### config.mk
export PLATFORM = sky130hd
export DESIGN_NAME = uart_cmd_responder
export DESIGN_NICKNAME = d
export VERILOG_FILES = /design/src/rtl/uart_cmd_responder.sv
export SDC_FILE = /design/constraint.sdc
export NUM_CORES = 1
export LEC_CHECK = 0
export ABC_AREA = 1
export BUFFER_PORTS_ARGS = -buffer_cell sky130_fd_sc_hd__buf_4
export CORE_MARGIN = 4
export CORE_UTILIZATION = 62
export DETAILED_ROUTE_END_ITERATION = 8
export HOLD_SLACK_MARGIN = 0.02
export PLACE_DENSITY = 0.85
export SYNTH_ARGS = -nofsm -noshare
export SYNTH_HDL_FRONTEND = slang
export SYNTH_SLANG_ARGS = --single-unit
### constraint.sdc
create_clock -name clk -period 2.7 [get_ports clk]
set_clock_uncertainty 0.15 [all_clocks]
set_input_delay 0.135 -clock clk [delete_from_list [all_inputs] [get_ports clk]]
set_output_delay 0.135 -clock clk [all_outputs]
set_load 0.02 [all_outputs]
### src/rtl/uart_cmd_responder.sv
// uart_cmd_responder: assembles 3-byte host frames (opcode, addr, data), executes
// register writes/reads and returns one response byte per frame over the UART tx handshake.
module uart_cmd_responder #(
  parameter int NUM_REGS = 4,
  parameter int TIMEOUT_CYCLES = 1000000,
  parameter logic [7:0] ACK_BYTE = 8'h55,
  parameter logic [7:0] NAK_BYTE = 8'hEE
) (
  input  logic                  clk,
  input  logic                  rst_n,
  input  logic [7:0]            rx_data_i,
  input  logic                  rx_done_i,
  output logic [7:0]            tx_data_o,
  output logic                  tx_wr_o,
  input  logic                  tx_done_i,
  output logic [8*NUM_REGS-1:0] regs_o,
  output logic [7:0]            debug_o,
  output logic                  busy_o
);
  localparam int CW = $clog2(TIMEOUT_CYCLES + 1);
  localparam int IW = NUM_REGS > 1 ? $clog2(NUM_REGS) : 1;
  localparam logic [7:0] OP_WR = 8'hA1;
  localparam logic [7:0] OP_RD = 8'hA2;

  typedef enum logic [2:0] {IDLE, GET_ADDR, GET_DATA, EXEC, SEND, WAIT_DONE} state_t;

  state_t                      r_state;
  logic [NUM_REGS-1:0][7:0]    r_regs;
  logic [7:0]                  r_op, r_addr, r_data, r_tx_data;
  logic [CW-1:0]               r_cnt;
  logic                        r_tx_wr, r_busy;
  logic                        w_addr_ok, w_op_ok, w_wr, w_timeout;
  logic [IW-1:0]               w_idx;
  logic [7:0]                  w_resp;

  // full 8-bit address compare, no wrap-around into the register file
  assign w_addr_ok = 32'(r_addr) < NUM_REGS;
  assign w_op_ok   = r_op == OP_WR || r_op == OP_RD;
  assign w_idx     = r_addr[IW-1:0];
  assign w_wr      = w_op_ok && w_addr_ok && r_op == OP_WR;
  assign w_resp    = !(w_op_ok && w_addr_ok) ? NAK_BYTE : r_op == OP_WR ? ACK_BYTE : r_regs[w_idx];
  assign w_timeout = r_cnt == CW'(TIMEOUT_CYCLES - 1);

  always_ff @(posedge clk or negedge rst_n)
    if (!rst_n) begin
      r_state   <= IDLE;
      r_regs    <= '0;
      r_op      <= '0;
      r_addr    <= '0;
      r_data    <= '0;
      r_tx_data <= '0;
      r_tx_wr   <= 1'b0;
      r_busy    <= 1'b0;
      r_cnt     <= '0;
    end else begin
      r_tx_wr <= 1'b0;
      case (r_state)
        IDLE: if (rx_done_i) begin
          r_op    <= rx_data_i;
          r_cnt   <= '0;
          r_busy  <= 1'b1;
          r_state <= GET_ADDR;
        end
        GET_ADDR, GET_DATA: if (rx_done_i) begin
          r_cnt <= '0;
          if (r_state == GET_ADDR) begin
            r_addr  <= rx_data_i;
            r_state <= GET_DATA;
          end else begin
            r_data  <= rx_data_i;
            r_state <= EXEC;
          end
        end else if (w_timeout) begin
          r_cnt   <= '0;
          r_busy  <= 1'b0;
          r_state <= IDLE;
        end else r_cnt <= r_cnt + 1'b1;
        EXEC: begin
          if (w_wr) r_regs[w_idx] <= r_data;
          r_tx_data <= w_resp;
          r_tx_wr   <= 1'b1;
          r_state   <= SEND;
        end
        SEND: r_state <= WAIT_DONE;
        WAIT_DONE: if (tx_done_i) begin
          r_busy  <= 1'b0;
          r_state <= IDLE;
        end
        default: r_state <= IDLE;
      endcase
    end

  assign tx_data_o = r_tx_data;
  assign tx_wr_o   = r_tx_wr;
  assign busy_o    = r_busy;
  assign regs_o    = r_regs;
  assign debug_o   = r_regs[0];
endmodule
== After elaboration in Yosys (flattened, before gate mapping) ==
Index checks and enable logic that the tools add are counted.
W data, S select, Z words.

* Bits in registers: 89
* Logic and storage cells: 68
* Bits of input ports: 12

* Bitwise logic cells: 1
* Equal/unequal tests: 13
* Reduce and logical (&&, ||, !) cells: 15
* $lt $le $gt $ge: 3
* Mux-type cells: 23
* $add $sub $neg: 1

{| class="wikitable"
|+ Operators with widths
! operator !! count
|-
| $mux W20 || 3
|-
| $pmux W20 S2 || 1
|-
| $bwmux W32 || 1
|-
| $mux W8 || 4
|-
| $add A20 B1 Y20 const B || 1
|-
| $eq A20 B20 Y1 const B || 1
|-
| $bmux W8 S2 || 1
|-
| $demux W8 S2 || 1
|-
| $eq A8 B8 Y1 const B || 2
|-
| $pmux W3 S5 || 1
|-
| $mux W3 || 4
|-
| $reduce_and A3 Y1 || 3
|-
| $lt A8 B3 Y1 const B || 1
|-
| $ne A2 B2 Y1 const B || 4
|-
| $eq A3 B2 Y1 const B || 2
|-
| $eq A3 B3 Y1 const B || 2
|-
| $mux W1 || 6
|-
| $reduce_and A2 Y1 || 3
|-
| $reduce_and A5 Y1 || 1
|-
| $eq A3 B1 Y1 const B || 1
|-
| $logic_and A1 B1 Y1 || 3
|-
| $logic_not A3 Y1 || 1
|-
| $lt A2 B3 Y1 const B || 1
|-
| $ne A3 B3 Y1 const B || 1
|-
| other kinds (7) || 7
|}

== Depth between registers and ports, before layout ==
Gate-level depths: netlist (run 1).

* Depth in word-level cells: 5
* Gate-level depth with buffers: 10
* Gate-level depth less buffers: 10

== Least setup slack after synthesis (run 1) ==
Ideal clock, no wire load.

* Path kind: register to register
* From: register r_cnt[0]
* To: register r_cnt[4]
* Slack: 1.074 ns
* Required time: 2.430 ns
* Library setup time: 0.120 ns
* Path buffers: 0
* Arrival time: 1.356 ns
* Stages on the path, launching flop included: 9
* Path through: dfrtp_1 > ha_1 > nand2_1 > nor2_1 > nand3_1 > nand2_1 > nand2_2 > inv_2 > nor2_1

* Cells in the longest elaborated chain, start to end: 4

{| class="wikitable"
|+ RTL lines
! item !! line !! text
|-
| from (decl) || 30 || <nowiki>logic [CW-1:0] r_cnt;</nowiki>
|-
| from (signal assigned) || 77 || <nowiki>end else r_cnt <= r_cnt + 1'b1;</nowiki>
|-
| $add A20 B1 Y20 or $eq A20 B20 Y1 (tied branches) || 77, 42 ||
|-
| $mux W20 (*) || 73 || <nowiki>end else if (w_timeout) begin</nowiki>
|-
| $mux W20 (*) || 64 || <nowiki>GET_ADDR, GET_DATA: if (rx_done_i) begin</nowiki>
|-
| $pmux W20 S2 (*) || 57 || <nowiki>case (r_state)</nowiki>
|}

Mark *: on every way between the ends. The rest lies on a longest branch, timed or not.
A chain may end at the register's enable or synchronous reset.

== Worst setup path in the final report (run 1) ==
* From: register r_state[1]
* To: register r_cnt[9]

* Cells in the longest elaborated chain, start to end: 4

{| class="wikitable"
|+ RTL lines
! item !! line !! text
|-
| from (decl) || 27 || <nowiki>state_t r_state;</nowiki>
|-
| from (signal assigned) || 46 || <nowiki>r_state <= IDLE;</nowiki>
|-
| from (signal assigned) || 62 || <nowiki>r_state <= GET_ADDR;</nowiki>
|-
| from (signal assigned) || 68 || <nowiki>r_state <= GET_DATA;</nowiki>
|-
| $eq A3 B1 Y1 or $eq A3 B2 Y1 (tied branches) || 57 ||
|-
| $reduce_or A2 Y1 || 57 ||
|-
| $reduce_bool A2 Y1 (no line) || - ||
|-
| $reduce_and A2 Y1 (no line) || - ||
|}

Several ways; a longest one is shown, not always the timed one.

==> summary.md, run 1 <==
| Metric | Value |
|---|---|
| Status | finished, final reports clean |
| Antenna-violating nets left | 0 |
| Layout cell share with drive strength beyond 1 | between 10% and 20% |
| Clock-pin slew on the worst setup and hold paths | 0.09 ns |
| Sum Neg Setup Slack | 0 ns |
| Post-Synthesis Cell Area | 0.00442 sq mm |
| GR Overflow Total | 0 |
| Die height | around 92 um |
| DRT iter0 DRCs | 330 |
| Root Buffer | clkbuf_8 |
| Post-Synth XOR/XNOR Area | 1.19% |
| Hold WC Path Type | in -> async |
| Number of diodes | 0 |
| Main synth FF type | dfrtp_1 |
| Initial Util | 64.3% |
| Post-synth top area share | 50.4% |
| Final WL | 10,800 um |
| Post-Synth Simple-Gate Area | 29.7% |
| Slowest cell on crit path | nand2_1 |
| WS Path Type | reg -> reg |
| Critical Path AT | ~2.2 ns |
| Clk_lat worst skew | approximately 0.35 ns |
| Initial antenna violation count | 0 |
| Post-Synth Adder-Cell Area | 0.283% |
| RD Place Congestion | 0.957 |
| Critical Path RT | 2.83 ns |
| RR Startpoint | r_state[1]$_DFFE_PN0P_ |
| DP Wirelength | between 7000 and 8000 um |
| Startpoint types | flop |
| Worst VDD drop | 0.000609 V |
| Pleak | approximately 0.0025 uW |
| Synth Area in Compound Gates | ~11% |
| Hold_buf cts | 11 |
| Synth top area cells | dfrtp_1, nand2_1, nor2_1 |
| Pint | 2400 uW |
| Final setup violation count | 0 |
| Yosys reg bits | 89 |
| Bufs and invs on worst path | 1 |
| Unrepaired setup endpoints after global routing | no |
| YS warnings | 0 |
| TritonRoute pass-1 iters | 8 |
| Worst slack at placement | 0.724 ns |
| CP Capture Type | flop |
| Synth Net Count | 550 |
| Largest stage delay, worst path | 0.46 ns |
| Clock buffer depth | 2 |
| R2R cell count | 7 |
| Proportion of power drawn by combinational gates | between 20% and 30% |
| Synth cell types | 34 |
| Post-cts resize count | 0 |
| H-tree depth | 3 |
| Buffers on Ports | ~60 |
| DRC Markers | 0 |
| Fill count | 507 |
| First-pass GRT wire length | 17,900 um |
| Number of enable flip-flop cells after synthesis | 0 |
| Final core utilization | 75.7% |
| IO Count | 62 |
| PwrDens | 747 mW/mm^2 |
| Sw Share | between 30% and 40% |
| CTS tree | yes |
| Core Region | 0.00687 sq mm |
| Yosys top cell by area | dfrtp_1 |
| Layout area overhead | 17.7% |
| Final Max Slew Viols | 0 |
| Top delay family on crit path | simple AND/OR/NAND/NOR gates |
| Nets@finish | about 620 |
| Fmax | 0.488 GHz |
| Post-route cell area | a little over 0.005 sq mm |
| Die area | about 0.0085 sq mm |
| Mux share of post-synthesis cell area | 0% |
| CTS buffer count | 9 |
| Post-synthesis sequential area ratio | roughly half |
| Row cnt | 30 |
| Largest family of logic cells by synthesized area | simple AND/OR/NAND/NOR gates |
| CP max FO | 15 |
| Syn_area_per_cell | 8.22 sq um |
| Max-slew headroom | 58.1% |
| Worst R2R Setup Slack | between 0.6 and 0.7 ns |
| Largest net degree at the start of global routing | 53 |
| CP Cell Sequence | nor2_1 -> nand3_1 -> nand2_1 -> inv_2 -> nand2_2 -> nand2_1 -> nor2_1 |
| Syn Inst Count | between 500 and 600 |
| Number of global-route vias before repair | between 3,000 and 4,000 |
| # clock sinks | 89 |
| Part of the power in registers | roughly 45% |
| Setup Buffers After CTS | 0 |
| Final Hold Viols | 0 |
| Overall routing resource usage | 26.4% |
| Sw power | 1480 uW |
| Vias per inst | 5.53 |
| Vias | between 3,000 and 4,000 |
| Die width | roughly 92 um |
| Overall Power | a little under 4000 uW |
| Least-Margin Pin Slew | 0.627 ns |
| Period utilization | between 70% and 80% |
| Post-DP Area | 0.00487 sq mm |
| Final worst slack | 0.649 ns |
| FFs w/ async S/R, synth | 100% |
| Period minus WS final | 2.05 ns |
| Max_cap viols | 0 |
| Clk pwr share | 25.7% |
| Wirelength per Cell | 15.3 um |
| FF-to-FF End | r_cnt[9]$_DFFE_PN0P_ |
## power groups by stage
stage | registers (uW) | logic, uW | clock network [uW]
6_report | 1760 | 1130 | 999
5_1_grt | 1780 | 1260 | 1080
4_1_cts | 1750 | 1120 | 1010
3_5_place_dp | 1770 | 1090 | 0
3_3_place_gp | 1760 | 1060 | 0
2_1_floorplan | 1760 | 761 | 0
## synth_stat cells (3+ instances only)
cell / count
nor2_1: 62
buf_6: 5
clkbuf_1: 3
o21ai_0: 12
inv_1: 37
o21ai_2: 17
a22oi_1: 6
nand2_2: 3
dfrtp_1: 89
nand2_1: 167
xor2_1: 5
nand4_1: 14
nor3_1: 3
buf_4: 8
buf_2: 3
inv_2: 6
a21oi_1: 10
o21ai_1: 31
nand3_4: 4
nor2_2: 7
nand3_1: 29
## cell type report
class	instances	area [sq um]	share of cell area (%)
Sequential cell	89	2230	42.8
Multi-Input combinational cell	383	1870	36.0
Timing Repair Buffer	73	588	11.3
Inverter	46	176	3.39
Clock buffer	10	128	2.45
Tap cell	96	120	2.31
Clock inverter	6	90.1	1.73
## per-layer routing
layer	vias up	part of all wire, %	GRT usage [%]
met3	21	6.5	4.79
li1	1864	-	-
met2	161	48	41.8
met1	1841	43	37.3
met5	-	0	0
met4	0	1.7	8.17
## cell usage in the layout (no fill, tap or decap), drive strengths merged
master | Yosys | layout
nand2 | 170 | 170
dfrtp | 89 | 89
nor2 | 72 | 72
buf | 16 | 62
o21ai | 60 | 60
inv | 44 | 45
nand3 | 35 | 35
nand4 | 14 | 14
dlygate4sd3 | 0 | 11
a21oi | 10 | 10
clkbuf | 3 | 10
a22oi | 6 | 6
xor2 | 5 | 5
clkinv | 2 | 4
nor3 | 3 | 3
o21bai | 2 | 2
bufinv | 0 | 2
xnor2 | 1 | 1
o211ai | 1 | 1
nand3b | 1 | 1
o21a | 1 | 1
a31oi | 1 | 1
ha | 1 | 1
clkinvlp | 0 | 1
## worst max-delay path by stage
| stage | startpoint | endpoint | depth (start not counted) |
|---|---|---|---|
| after floorplan | r_cnt[0]$_DFFE_PN0P_ | r_cnt[4]$_DFFE_PN0P_ | 8 |
| after global placement | r_state[1]$_DFFE_PN0P_ | r_cnt[2]$_DFFE_PN0P_ | 7 |
| after detailed placement | r_state[1]$_DFFE_PN0P_ | r_cnt[9]$_DFFE_PN0P_ | 7 |
| after CTS | r_state[1]$_DFFE_PN0P_ | r_cnt[9]$_DFFE_PN0P_ | 7 |
| after global routing | r_cnt[0]$_DFFE_PN0P_ | r_cnt[3]$_DFFE_PN0P_ | 8 |
| final | r_state[1]$_DFFE_PN0P_ | r_cnt[9]$_DFFE_PN0P_ | 7 |
## cells by family (layout without fill, tap and decap cells)
| logic type | count (synthesis) | after routing |
|---|---|---|
| xor gates and xnor gates | 6 | 6 |
| AOI/OAI and AO/OA | 81 | 81 |
| and+or+nand+nor | 295 | 295 |
| adders and majority gates | 1 | 1 |
| buffers and inverters | 65 | 135 |
| DFF | 89 | 89 |
## stage by stage
step                hold WS, ns  instances
floorplan                -0.311        537
global placement        -0.0192        676
detailed placement      -0.0182        676
CTS                       0.146        703
global route              0.165        703
finish                    0.138        703
## flip-flops by register name, indices dropped and copies added, names as in the netlist
signal     cells
r_cnt         20
debug_o        8
tx_data_o      8
r_op           8
r_addr         8
r_data         8
regs_o        24
r_state        3
tx_wr_o        1
busy_o         1
(Power assumes the default switching activity.)
==> run 2, diff against run 1 <==
--- a/config.mk
+++ b/config.mk
@@ -8,10 +8,10 @@
 export ABC_AREA = 1
 export BUFFER_PORTS_ARGS = -buffer_cell sky130_fd_sc_hd__buf_4
 export CORE_MARGIN = 4
-export CORE_UTILIZATION = 62
+export CORE_UTILIZATION = 57
 export DETAILED_ROUTE_END_ITERATION = 8
 export HOLD_SLACK_MARGIN = 0.02
-export PLACE_DENSITY = 0.85
+export PLACE_DENSITY = 0.79
 export SYNTH_ARGS = -nofsm -noshare
 export SYNTH_HDL_FRONTEND = slang
 export SYNTH_SLANG_ARGS = --single-unit
==> constraint.sdc (replaced) <==
create_clock -name clk -period 2.03 [get_ports clk]
set_clock_uncertainty 0.15 [all_clocks]
set_input_delay 0.1015 -clock clk [delete_from_list [all_inputs] [get_ports clk]]
set_output_delay 0.1015 -clock clk [all_outputs]
set_load 0.02 [all_outputs]
==> run 2 against run 1 <==
Compared with the run above:
- total power is 34% higher
- sequential power rose by 31%
- first-iteration DRC count fell by 28%
- global-route usage shrank 1.8 points
- die area up 8.0%
- via count shrank 2.4%
- largest power group unchanged
==> summary.md, run 2 (synthesized netlist as in run 1, its figures left out) <==
| Metric | Value |
|---|---|
| Status | finished, final reports clean |
| Pint | 3230 uW |
| Post-route cell area | 0.00525 sq mm |
| Critical Path AT | 1.95 ns |
| IO Count | 62 |
| Clock buffer depth | 2 |
| Core Region | 0.00741 sq mm |
| Met2 Use GR | about two fifths |
| Launch point of the critical path | r_cnt[0]$_DFFE_PN0P_ |
| Final setup violation count | 0 |
| Hold WC Path Type | in -> async |
| Number of standard cells in the final layout excluding fillers | 710 |
| Initial Util | approximately three fifths |
| Sw power | 1980 uW |
| Worst VDD drop | 0.000771 V |
| TritonRoute pass-1 iters | 5 |
| Met1 usage | 34.1% |
| CP max FO | 6 |
| # clock sinks | 89 |
| Overall routing resource usage | between 20 and 25% |
| DP Wirelength | slightly below 8000 um |
| Period utilization | around nine tenths |
| GRT Max-Usage Layer | met2 |
| Area occupied by multi-input gates | 0.00188 sq mm |
| Part of the power in registers | 44.4% |
| Antenna-violating nets left | 0 |
| M3 GR Usage | between 4 and 5% |
| Vias per inst | approximately 5.3 |
| Row cnt | 31 |
| Number of global-route vias before repair | ~3,700 |
| Root Buffer | clkbuf_8 |
| Proportion of power drawn by combinational gates | 29.3% |
| Final Max Slew Viols | 0 |
| Number of cells after detailed placement | 683 |
| Die width | just under 100 um |
| Fill count | 589 |
| Startpoint types | flop |
| Max_cap viols | 0 |
| Worst R2R Setup Slack | 0.18 ns |
| Largest net degree at the start of global routing | 48 |
| DRC Markers | 0 |
| Vias | 3,795 |
| RR Startpoint | r_cnt[0]$_DFFE_PN0P_ |
| Largest register FFs | 24 |
| First-pass GRT wire length | between 15,000 and 20,000 um |
| Max-slew headroom | 59.5% |
| Post-DP Area | roughly 0.005 sq mm |
| RD Place Congestion | 0.944 |
| Unrepaired setup endpoints after global routing | no |
| Initial antenna violation count | 0 |
| Buffers on Ports | 61 |
| WS Path Type | reg -> reg |
| CTS tree | yes |
| Clk_lat worst skew | 0.37 ns |
| Critical Path RT | around 2.1 ns |
| Final Hold Viols | 0 |
| Sum Neg Setup Slack | 0 ns |
| PwrDens | between 900 and 1000 mW/mm^2 |
| Number of diodes | 0 |
| Final worst slack | 0.177 ns |
| Sw Share | 38.0% |
| Period minus WS final | 1.85 ns |
| Most frequent cells in the layout | nand2_1, dfrtp_1, buf_4 |
| Clock-pin slew on the worst setup and hold paths | about 0.090 ns |
| Register area | around 0.0022 sq mm |
| GR Overflow Total | 0 |
| DRT iter0 DRCs | 236 |
| Fmax | between 0.5 and 0.6 GHz |
| Hold_ws | 0.137 ns |
| Layout area overhead | 18.8% |
| Wirelength per Cell | roughly 15 um |
| Worst slack at placement | 0.101 ns |
| Pleak | 0.00254 uW |
| Final WL | 10,500 um |
| Least-Margin Pin Slew | between 0.6 and 0.7 ns |
| Die area | 0.00922 sq mm |
| CTS buffer count | 9 |
| Nets@finish | 619 |
| Die height | between 90 and 100 um |
| Most common library cell in the layout ignoring fill and taps | nand2_1 |
| Layout cell share with drive strength beyond 1 | 20.9% |
| CP Capture Type | flop |
| Clk pwr share | between 20% and 30% |
| H-tree depth | 3 |
-- run 2: through the flow --
| step | power (uW) | utilization [%] |
|---|---|---|
| finish | 5200 | 70.8 |
| global route | 5530 | 70.8 |
| CTS | 5210 | 70.7 |
| detailed placement | 3840 | 66.2 |
| global placement | 3770 | 66.2 |
| floorplan | 3360 | - |
-- run 2: timing repair --
item                                    CTS  global route
hold buffers                             11             0
buffers inserted                          0             0
endpoints found under the hold margin    75             0
gates resized for setup                   0             2
endpoints found under the setup margin    0            14
-- run 2: layer usage --
metal  up-vias  share of wire, %  wire length [um]
met1      1814                44              4590
met2        99                50              5240
li1       1870                 -                 -
met4         0               1.2               125
met3        12               4.9               512
met5         -                 0                 0
-- run 2: path summary, 6_finish.rpt --
| path | to | depth (start not counted) |
|---|---|---|
| max in group asynchronous | r_addr[4]$_DFFE_PN0P_ | 3 |
| min | tx_data_o[7]$_DFFE_PN0P_ | 2 |
| min reg2reg | busy_o$_DFFE_PN0P_ | 2 |
| max | r_cnt[6]$_DFFE_PN0P_ | 8 |
| max reg2reg | r_cnt[6]$_DFFE_PN0P_ | 8 |
| min in group clk | busy_o$_DFFE_PN0P_ | 2 |
-- run 2: power groups by stage --
| stage | sequential, uW | clock, uW | combinational [uW] |
|---|---|---|---|
| after floorplan | 2350 | 0 | 1010 |
| after global placement | 2320 | 0 | 1450 |
| after detailed placement | 2340 | 0 | 1500 |
| after CTS | 2310 | 1380 | 1530 |
| after global routing | 2350 | 1450 | 1720 |
| final | 2310 | 1370 | 1520 |
-- run 2: layout make-up --
cell class,count,share of cell area [%]
repair buffers,77,11.8
flip-flops and latches,89,42.5
inverters,46,3.36
clock buffers,9,2.36
clock inverters,7,1.91
well taps,99,2.36
multi-input cells,383,35.8
-- run 2: critical path: stages, from the launching register on --
cell and delay [ns]:
dfrtp_1 0.41, ha_1 0.23, nand2_1 0.13, nor2_2 0.22
nand3_1 0.15, nand2_2 0.16, nand2_2 0.13, inv_2 0.11
nor2_1 0.04
==> run 3, diff against run 2 <==
--- a/config.mk
+++ b/config.mk
@@ -8,10 +8,10 @@
 export ABC_AREA = 1
 export BUFFER_PORTS_ARGS = -buffer_cell sky130_fd_sc_hd__buf_4
 export CORE_MARGIN = 4
-export CORE_UTILIZATION = 57
+export CORE_UTILIZATION = 50
 export DETAILED_ROUTE_END_ITERATION = 8
 export HOLD_SLACK_MARGIN = 0.02
-export PLACE_DENSITY = 0.79
+export PLACE_DENSITY = 0.71
 export SYNTH_ARGS = -nofsm -noshare
 export SYNTH_HDL_FRONTEND = slang
 export SYNTH_SLANG_ARGS = --single-unit
==> run 3 against run 2 <==
Compared with the run above:
- wire length fell by 1.6%
- global-route usage shrank 3.5 points
- first-iteration DRC count up 2.5%
- critical path depth unchanged
- cell count grew 1.8%
==> summary.md, run 3 (synthesized netlist as in run 1, its figures left out) <==
| Metric | Value |
|---|---|
| Hold_ws | between 0.07 and 0.08 ns |
| DRC Markers | 0 |
| Pleak | between 0.002 and 0.003 uW |
| Sum Neg Setup Slack | 0 ns |
| Worst VDD drop | 0.000717 V |
| Most frequent cells in the layout | nand2_1, dfrtp_1, buf_4 |
| IO Count | 62 |
| Least-Margin Pin Slew | 0.543 ns |
| Hold WC Path Type | in -> async |
| Final Max Slew Viols | 0 |
| Most Frequent Cell on Critical Path | nand2_2 |
| Clk_lat worst skew | 0.35 ns |
| Vias | 3,730 |
| Unrepaired setup endpoints after global routing | no |
| Setup Buffers After CTS | 0 |
| Buffers on Ports | 61 |
| Clock buffer depth | 2 |
| Fill count | 766 |
| H-tree depth | 3 |
| Period minus WS final | 1.80 ns |
| Initial antenna violation count | 0 |
| CTS tree | yes |
| Max-slew headroom | 63.7% |
| Most common library cell in the layout ignoring fill and taps | nand2_1 |
| Largest register FFs | 24 |
| Startpoint types | flop |
| Layout area overhead | 20.0% |
| DRT iter0 DRCs | ~240 |
| CP max FO | 6 |
| Status | finished, final reports clean |
| DP Wirelength | around 7600 um |
| CTS buffer count | 9 |
| Die area | 0.0104 sq mm |
| Number of global-route vias before repair | 3,408 |
| Final setup violation count | 0 |
| Max_cap viols | 0 |
| Clock-pin slew on the worst setup and hold paths | 0.10 ns |
| Initial Util | 50.9% |
| CP Cell Sequence | ha_1 -> nand2_1 -> nor2_2 -> nand3_1 -> nand2_2 -> nand2_2 -> inv_2 -> nor2_1 |
| RD Place Congestion | 0.943 |
| Root Buffer | clkbuf_8 |
| Core Region | 0.00868 sq mm |
| Vias per inst | 5.16 |
| Final Hold Viols | 0 |
| First-pass GRT wire length | 17,300 um |
| Period utilization | between 80 and 90% |
| Layout cell share with drive strength beyond 1 | approximately 22% |
| CP Capture Type | flop |
| TritonRoute pass-1 iters | 5 |
| Number of cells after detailed placement | between 600 and 700 |
| Die height | 102 um |
| Overall Power | 5280 uW |
| Number of standard cells in the final layout excluding fillers | ~720 |
| R2R cell count | 8 |
| WS Path Type | reg -> reg |
| Die width | 102 um |
| Final WL | roughly 10,000 um |
| Fmax | roughly 0.55 GHz |
| Nets@finish | 623 |
| GR Overflow Total | 0 |
| Critical Path AT | 1.89 ns |
| Overall routing resource usage | a little over a fifth |
| Number of diodes | 0 |
| Slowest cell on crit path | dfrtp_1 |
| Row cnt | 34 |
| Largest net degree at the start of global routing | 34 |
| # clock sinks | about 90 |
| Wirelength per Cell | roughly 14 um |
| Largest stage delay, worst path | roughly 0.43 ns |
| Critical Path RT | 2.11 ns |
| Worst slack at placement | 0.136 ns |
| PwrDens | 997 mW/mm^2 |
| Antenna-violating nets left | 0 |
| Final worst slack | 0.226 ns |
## run 3: changes by cell type in the layout (fill, tap and decap cells not counted), sizes merged
cell      delta
buf          +4
clkinvlp     -3
inv          +1
clkinv       +1
clkbuf       +1
## run 3: final cells by class
type / count / area, sq um / share of cell area (%)
Clock buffer: 10 / 138 / 2.60
Clock inverter: 6 / 97.6 / 1.84
Inverter: 46 / 176 / 3.33
Multi-Input combinational cell: 383 / 1880 / 35.4
Sequential cell: 89 / 2230 / 42.0
Tap cell: 108 / 135 / 2.55
Timing Repair Buffer: 81 / 648 / 12.2
## run 3: critical path, delay by kind of cell, from the launching register on
| kind | cells | cell delay (ns) |
|---|---|---|
| and+or+nand+nor | 6 | 0.78 |
| adders and majority gates | 1 | 0.24 |
| DFF | 1 | 0.43 |
| buffers and inverters | 1 | 0.10 |
## run 3: final timing paths
check                                     startpoint                     end  slack, ns
worst max register to register  r_cnt[0]$_DFFE_PN0P_    r_cnt[6]$_DFFE_PN0P_       0.23
max in group asynchronous                      rst_n   r_cnt[10]$_DFFE_PN0P_       0.95
worst min register to register    busy_o$_DFFE_PN0P_      busy_o$_DFFE_PN0P_       0.35
min in group clk                  busy_o$_DFFE_PN0P_      busy_o$_DFFE_PN0P_       0.35
worst max-delay path            r_cnt[0]$_DFFE_PN0P_    r_cnt[6]$_DFFE_PN0P_       0.23
worst min-delay path                           rst_n  regs_o[31]$_DFFE_PN0P_       0.07
## run 3: through the flow
step           cell area [sq um]  utilization (%)
6_report                    5300             61.1
5_1_grt                     5300             61.1
4_1_cts                     5290             61.0
3_5_place_dp                4950             57.0
3_3_place_gp                4950             57.0
2_1_floorplan               4420                -
## run 3: timing repair
item                                   in CTS  in global routing
endpoints found under the hold margin     109                  0
setup endpoints to repair                   0                  9
hold buffers                               11                  0
gates resized for setup                     0                  3
## run 3: layer usage
| metal | share of wire (%) | GRT usage [%] |
|---|---|---|
| met1 | 48 | 32.4 |
| met4 | 1.0 | 4.44 |
| met3 | 4.5 | 3.75 |
| met2 | 47 | 31.8 |
| met5 | 0 | 0 |
## run 3: power by group
part	switching, uW	leakage, uW	internal, uW
sequential	243	0.00117	2080
clock	667	0.000119	747
combinational	1060	0.00128	483
total	1970	0.00257	3310
